===== src/rtl/pcie_lane_striper.sv =====
// ---------------------------------------------------------------------------
// pcie_lane_striper
//
// Purpose:
//   Spreads a byte stream across LANES physical lanes. The active width is
//   W = min(2^link_width, LANES). Incoming bytes fill lanes 0..W-1 in order.
//   A stripe is complete when lane W-1 is filled or when a byte marked
//   in_end is accepted. When in_end arrives early, the remaining active
//   lanes are filled with PAD_SYM. Lanes at or above W always carry IDL_SYM.
//   Each completed stripe goes into a single output holding register. If
//   that register is occupied and not draining, the completed stripe waits
//   in a parking slot (acc_full). While a stripe is parked, input is stalled.
//
// Ports:
//   CLK          in   sole clock, rising edge
//   reset        in   asynchronous, active-low reset
//   link_width   in   requested width code: 0=x1, 1=x2, 2=x4, 3=x8
//   in_data      in   byte from the multiplexer stage
//   in_vld       in   in_data valid
//   in_end       in   in_data is the last byte of a packet
//   in_rdy       out  striper can accept in_data this cycle
//   out_lanes    out  striped word, lane 0 in the LSBs
//   out_lane_en  out  one bit per lane carrying stripe data
//   out_vld      out  out_lanes / out_lane_en valid
//   out_rdy      in   downstream consumes the word this cycle
// ---------------------------------------------------------------------------
module pcie_lane_striper #(
    parameter int                DATA_W  = 8,
    parameter int                LANES   = 4,
    parameter logic [DATA_W-1:0] PAD_SYM = 8'hF7,
    parameter logic [DATA_W-1:0] IDL_SYM = 8'h7C
) (
    input  logic                    CLK,
    input  logic                    reset,
    input  logic [1:0]              link_width,
    input  logic [DATA_W-1:0]       in_data,
    input  logic                    in_vld,
    input  logic                    in_end,
    output logic                    in_rdy,
    output logic [LANES*DATA_W-1:0] out_lanes,
    output logic [LANES-1:0]        out_lane_en,
    output logic                    out_vld,
    input  logic                    out_rdy
);

    localparam int IW = (LANES > 1) ? $clog2(LANES) : 1;
    localparam int WW = 4;                 // holds a lane count up to 8
    localparam int OW = LANES * DATA_W;

    logic [WW-1:0]    w_q, w_d;
    logic [IW-1:0]    idx_q, idx_d;
    logic             acc_full_q, acc_full_d;
    logic [OW-1:0]    acc_q, acc_d;
    logic [LANES-1:0] park_en_q, park_en_d;
    logic [OW-1:0]    hold_q, hold_d;
    logic [LANES-1:0] hold_en_q, hold_en_d;
    logic             out_vld_q, out_vld_d;

    logic [WW-1:0]    w_in;
    logic [WW-1:0]    w_eff;
    logic             acc_empty;
    logic             accept;
    logic             last;
    logic             hold_free;
    logic [OW-1:0]    stripe_word;
    logic [LANES-1:0] stripe_en;

    // Lane-enable mask for a width of w lanes.
    function automatic logic [LANES-1:0] lane_mask(input logic [WW-1:0] w);
        logic [LANES-1:0] m;
        for (int l = 0; l < LANES; l++) begin
            m[l] = (l < int'(w));
        end
        return m;
    endfunction

    // Requested width, clamped to the physical lane count.
    always_comb begin
        w_in = WW'(LANES);
        case (link_width)
            2'd0:    w_in = WW'(1);
            2'd1:    w_in = WW'(2);
            2'd2:    w_in = WW'(4);
            default: w_in = WW'(8);
        endcase
        if (w_in > WW'(LANES)) begin
            w_in = WW'(LANES);
        end
    end

    // The width is only re-sampled at a stripe boundary. The first byte of a
    // stripe already uses the newly requested width, so a mid-stripe change
    // applies from the next stripe onward.
    assign acc_empty = (idx_q == '0) && !acc_full_q;
    assign w_eff     = acc_empty ? w_in : w_q;

    assign in_rdy    = !acc_full_q;
    assign accept    = in_vld && !acc_full_q;
    assign last      = in_end || (WW'(idx_q) == (w_eff - WW'(1)));
    assign hold_free = !out_vld_q || out_rdy;

    // Completed stripe as it would look if this byte finishes it.
    // Lanes before idx come from the accumulator, idx gets the new byte,
    // lanes after idx get padding, and lanes above the width are idle.
    always_comb begin
        stripe_word = '0;
        for (int l = 0; l < LANES; l++) begin
            if (l >= int'(w_eff)) begin
                stripe_word[l*DATA_W +: DATA_W] = IDL_SYM;
            end else if (l < int'(idx_q)) begin
                stripe_word[l*DATA_W +: DATA_W] = acc_q[l*DATA_W +: DATA_W];
            end else if (l == int'(idx_q)) begin
                stripe_word[l*DATA_W +: DATA_W] = in_data;
            end else begin
                stripe_word[l*DATA_W +: DATA_W] = PAD_SYM;
            end
        end
        stripe_en = lane_mask(w_eff);
    end

    // Next-state logic for the accumulator, parking slot and holding register.
    always_comb begin
        w_d        = w_q;
        idx_d      = idx_q;
        acc_full_d = acc_full_q;
        acc_d      = acc_q;
        park_en_d  = park_en_q;
        hold_d     = hold_q;
        hold_en_d  = hold_en_q;
        out_vld_d  = out_vld_q;

        if (acc_empty) begin
            w_d = w_in;
        end

        if (out_vld_q && out_rdy) begin
            out_vld_d = 1'b0;
        end

        if (acc_full_q) begin
            // A stripe is parked only while the holding register is full, so
            // the first out_rdy both drains the old word and loads this one.
            if (out_rdy) begin
                hold_d     = acc_q;
                hold_en_d  = park_en_q;
                out_vld_d  = 1'b1;
                acc_full_d = 1'b0;
            end
        end else if (accept) begin
            if (last) begin
                idx_d = '0;
                if (hold_free) begin
                    hold_d    = stripe_word;
                    hold_en_d = stripe_en;
                    out_vld_d = 1'b1;
                end else begin
                    acc_d      = stripe_word;
                    park_en_d  = stripe_en;
                    acc_full_d = 1'b1;
                end
            end else begin
                acc_d[idx_q*DATA_W +: DATA_W] = in_data;
                idx_d = idx_q + IW'(1);
            end
        end
    end

    // Register stage: the accumulator, parking slot and output holding
    // register all update on the same edge.
    always_ff @(posedge CLK or negedge reset) begin
        if (!reset) begin
            w_q        <= WW'(LANES);
            idx_q      <= '0;
            acc_full_q <= 1'b0;
            acc_q      <= {LANES{IDL_SYM}};
            park_en_q  <= '0;
            hold_q     <= {LANES{IDL_SYM}};
            hold_en_q  <= '0;
            out_vld_q  <= 1'b0;
        end else begin
            w_q        <= w_d;
            idx_q      <= idx_d;
            acc_full_q <= acc_full_d;
            acc_q      <= acc_d;
            park_en_q  <= park_en_d;
            hold_q     <= hold_d;
            hold_en_q  <= hold_en_d;
            out_vld_q  <= out_vld_d;
        end
    end

    assign out_lanes   = hold_q;
    assign out_lane_en = hold_en_q;
    assign out_vld     = out_vld_q;

endmodule


===== config.mk =====
export PLATFORM = sky130hd
export DESIGN_NAME = pcie_lane_striper
export DESIGN_NICKNAME = d
export VERILOG_FILES = /design/src/rtl/pcie_lane_striper.sv
export SDC_FILE = /design/constraint.sdc
export NUM_CORES = 1
export LEC_CHECK = 0
export CELL_PAD_IN_SITES_DETAIL_PLACEMENT = 0
export CELL_PAD_IN_SITES_GLOBAL_PLACEMENT = 1
export CORE_MARGIN = 2
export CORE_UTILIZATION = 46
export DETAILED_ROUTE_END_ITERATION = 10
export PLACE_DENSITY_LB_ADDON = 0.1
export REMOVE_ABC_BUFFERS = 1
export SLEW_MARGIN = 25
export SYNTH_ARGS = -nofsm -noshare
export SYNTH_HDL_FRONTEND = slang
export SYNTH_SLANG_ARGS = --single-unit

===== constraint.sdc =====
create_clock -name CLK -period 8 [get_ports CLK]
set_input_delay 1.6 -clock CLK [delete_from_list [all_inputs] [get_ports CLK]]
set_output_delay 1.6 -clock CLK [all_outputs]
set_load 0.005 [all_outputs]

==> impl_summary.log <==
[metrics] outcome: completed
[metrics] GRT busiest layer: met2
[metrics] Post-CTS Repair Setup Buffers: 0
[metrics] total global routing overflow: 0
[metrics] met1 layer usage reported by global route: 29.8%
[metrics] fraction of met2 tracks used by global routing: 38.0%
[metrics] Post-synth top flop: sky130_fd_sc_hd__dfstp_2
[metrics] ys async rst share: 100%
[metrics] shortest clock period the worst path allows after layout: 4.78 ns
[metrics] terminating pin of the worst hold path: acc_q[28]
[metrics] floorplan die area: 10700 um^2
[metrics] Post-Syn Instances: 528
[metrics] via count: 3856
[metrics] synthesized area divided by synthesized cell count: 8.64 um^2
[metrics] met3 track demand over resource: 3.96%
[metrics] DRT Pass-1 Iters: 4
[metrics] sum of routed wire length over all layers: 11600 um
[metrics] final worst path period share: 59.8%
[metrics] total power draw: 2.36 mW
[metrics] HPWL after DPL: 7320 um
[metrics] required time at the endpoint of the critical path: 8.25 ns
[metrics] proportion of layout cells with a drive suffix above 1: 15.9%
[metrics] ant diodes: 0
[metrics] count of nets left with antenna violations after detail routing: 0
[metrics] number of failing setup endpoints in the final timing report: 0
[metrics] number of global-route vias before repair: 3713
[metrics] # H-tree levels: 3
[metrics] Iteration-0 DRC Markers: 163
[metrics] number of top-level pins: 53
[metrics] worst slack at placement: 2.99 ns
[metrics] worst-skew pair later-pin latency: 0.36 ns
[metrics] minimum setup slack in the final design: 3.22 ns
[metrics] arrival time at the worst endpoint: 5.03 ns
[metrics] accumulated negative setup slack: 0 ns
[metrics] drt wl/cell: 16.8 um
[metrics] library cell used as clock root buffer: sky130_fd_sc_hd__clkbuf_8
[metrics] number of clock buffers inserted by TritonCTS: 9
[metrics] hold_ws: 0.482 ns
[metrics] number of enable flip-flop cells after synthesis: 0
[metrics] reg-to-reg critical path startpoint: idx_q[1]
[metrics] Clk pin slew, worst setup/hold paths: 0.08 ns
[metrics] Post-Layout Cell Count: 691
[metrics] Hold WC Path Type: reg -> reg
[metrics] Worst path most repeated cell: sky130_fd_sc_hd__mux2_2
[metrics] worst setup slack for register-to-register paths: 3.22 ns
[metrics] Layout Skew: 0.00951 ns
[metrics] number of instances on the worst hold path: 2
[metrics] vertical extent of the die: 104 um
[metrics] most frequent cells after synthesis: sky130_fd_sc_hd__o21ai_0 (87), sky130_fd_sc_hd__a21oi_1 (74), sky130_fd_sc_hd__nor2_1 (70)
[metrics] R2R Path End: out_lanes[17]
[metrics] unrepaired setup endpoints after global routing: no
[metrics] post-synthesis sequential area ratio: 45.0%
[metrics] x dimension of the die: 104 um
[metrics] number of slew-limit violations in the final report: 0
[metrics] gpl congestion: 0.810
[metrics] largest net degree at the start of global routing: 81
[metrics] normalized max-slew margin: 31.6%
[metrics] Worst IR Drop VDD: 0.221 mV
[metrics] Max-Cap Viols: 0
[metrics] filler instances: 916
[metrics] starting density of the core: 47.1%
[metrics] Startpoint Class: register
[metrics] global-route wire length before repair: 19200 um
[metrics] buffers plus inverters on the worst setup path: 1
[metrics] global routing usage summed across all routing layers: 22.6%
[metrics] clock tree from TritonCTS: yes
[metrics] ranking of synthesized cells by area: sky130_fd_sc_hd__dfstp_2 (24%), sky130_fd_sc_hd__dfrtp_1 (21%), sky130_fd_sc_hd__o21ai_0 (9.5%), sky130_fd_sc_hd__a21oi_1 (8.1%), sky130_fd_sc_hd__nor2_1 (5.8%)
[metrics] site row count: 36
[metrics] number of nets in the final layout: 576
[metrics] CP Class: reg -> reg
[metrics] hold violation count in the final report: 0
[metrics] synth-to-layout area growth: 16.3%
[metrics] Highest Clock Rate: 209 MHz
[metrics] number of remaining DRC errors: 0
[metrics] number of gates resized after CTS: 0
[metrics] cell area after synthesis: 4560 um^2
[metrics] fraction of synthesized cell area taken by the top area cell type: 23.6%
[metrics] clock tree buffer depth: 2
[metrics] hold-fix buffers at CTS: 0
[metrics] Unique masters post-synth: 42
[metrics] transition at the pin with the smallest max-transition slack: 1.02 ns
[metrics] Leak Pwr: 2.14 nW
[metrics] most instantiated library cell after synthesis: sky130_fd_sc_hd__o21ai_0
[metrics] flops & latches, synth: 80
[metrics] cells traversed along the worst timing path: inv_1, ha_1, nand2b_1, mux2_2, xnor2_1, o22ai_4, a22oi_4, or2_2, mux2_2
[metrics] endpoint kind of the worst setup timing path: register
[metrics] hold wc startpoint: acc_q[28]
[metrics] CP top delay family: simple AND/OR/NAND/NOR gates
[metrics] Placed Cells: 675
[metrics] R2R cell count: 9
[metrics] CTS sink cnt: 80
[metrics] Yosys warnings: 0
[metrics] antenna violations before repair: 0
[metrics] worst-path fanout max: 36
[metrics] via density per instance: 5.58
[metrics] cell at the slowest stage of the critical path: sky130_fd_sc_hd__dfrtp_1
[metrics] Core Area: 9680 um^2
[metrics] power density over the cells: 444 nW/um^2
[metrics] dominant cell type by area after synthesis: sky130_fd_sc_hd__dfstp_2
[metrics] count of buffers inserted at the top-level ports: 52
[metrics] largest stage delay on the critical path: 0.86 ns
==> layout by cell type, fill, tap and decap left out, types with 2 or more instances in the layout <==
master	count
sky130_fd_sc_hd__clkbuf_1	3
sky130_fd_sc_hd__mux2i_1	7
sky130_fd_sc_hd__a21oi_1	74
sky130_fd_sc_hd__mux2_4	2
sky130_fd_sc_hd__o22ai_1	6
sky130_fd_sc_hd__clkinv_2	2
sky130_fd_sc_hd__nand2b_1	4
sky130_fd_sc_hd__mux2_2	14
sky130_fd_sc_hd__nor3b_1	9
sky130_fd_sc_hd__nor3_1	9
sky130_fd_sc_hd__o31ai_1	3
sky130_fd_sc_hd__bufinv_16	2
sky130_fd_sc_hd__nor2_1	70
sky130_fd_sc_hd__clkbuf_8	9
sky130_fd_sc_hd__inv_1	16
sky130_fd_sc_hd__clkdlybuf4s50_1	51
sky130_fd_sc_hd__a311oi_1	4
sky130_fd_sc_hd__dfrtp_1	38
sky130_fd_sc_hd__o21ai_0	87
sky130_fd_sc_hd__nor2b_1	7
sky130_fd_sc_hd__a31oi_1	12
sky130_fd_sc_hd__nand2_1	28
sky130_fd_sc_hd__dfstp_2	41
sky130_fd_sc_hd__nand3_1	7
sky130_fd_sc_hd__buf_4	6
sky130_fd_sc_hd__a211oi_1	8
sky130_fd_sc_hd__ha_1	8
sky130_fd_sc_hd__and3_1	11
==> flip-flops by register name (all words and copies together), names as in the netlist <==
register	flops
idx_q	2
out_vld	1
w_q	4
acc_q	32
park_en_q	4
acc_full_q	1
out_lanes	32
out_lane_en	4
==> worst register-to-register path: cells and delay by family, from the launching register on <==
kind	cells	cell delay, ns
muxes	2	0.86
adders and majority gates	1	0.30
DFF	1	0.86
and+or+nand+nor	2	1.12
xor gates and xnor gates	1	0.34
buffers and inverters	1	0.36
AOI/OAI and AO/OA	2	0.84
==> worst max-delay path by stage <==
stage	start	endpoint	depth (start not counted)
final	idx_q[1]	out_lanes[17]	9
after global routing	idx_q[1]	out_lanes[17]	9
after CTS	idx_q[1]	acc_q[3]	9
after detailed placement	link_width[1]	acc_q[1]	7
after global placement	link_width[1]	out_lanes[16]	8
after floorplan	acc_full_q	out_lanes[16]	7
==> stage by stage <==
step	util, %	instance area (um^2)
2_1_floorplan	-	4350
3_3_place_gp	52.5	5090
3_5_place_dp	52.5	5090
4_1_cts	54.6	5290
5_1_grt	54.8	5300
6_report	54.8	5300
==> where the power goes <==
part | internal [mW] | leakage, nW | switching (mW)
clock | 0.175 | 0.104 | 0.147
sequential | 0.673 | 0.910 | 0.131
combinational | 0.537 | 1.12 | 0.692
total | 1.39 | 2.14 | 0.970
==> per-layer routing <==
layer | share of wire (%) | up-vias | wire length, um
li1 | - | 1910 | -
met5 | 0 | - | 0
met2 | 50 | 82 | 5800
met1 | 43 | 1849 | 5000
met3 | 5.9 | 15 | 684
met4 | 1.3 | 0 | 155
==> area by class of cell <==
| type | instances | area, um^2 | area share (%) |
|---|---|---|---|
| clock buffer | 12 | 135 | 2.55 |
| sequential | 80 | 2050 | 38.7 |
| tap | 133 | 166 | 3.14 |
| clock inverter | 4 | 70.1 | 1.32 |
| multi-input combinational | 387 | 2250 | 42.4 |
| timing repair buffer | 58 | 567 | 10.7 |
| inverter | 17 | 63.8 | 1.20 |
==> logic make-up (layout without fill, tap and decap cells) <==
| group | Yosys count | count (layout) | synth area share, % |
|---|---|---|---|
| AOI/OAI and AO/OA | 200 | 200 | 24.3 |
| muxes | 25 | 25 | 6.45 |
| xor gates and xnor gates | 1 | 1 | 0.192 |
| DFF | 80 | 80 | 45.0 |
| adders and majority gates | 8 | 8 | 2.19 |
| buffers and inverters | 61 | 91 | 6.06 |
| and+or+nand+nor | 153 | 153 | 15.7 |
Power figures use the tool's default switching activity.
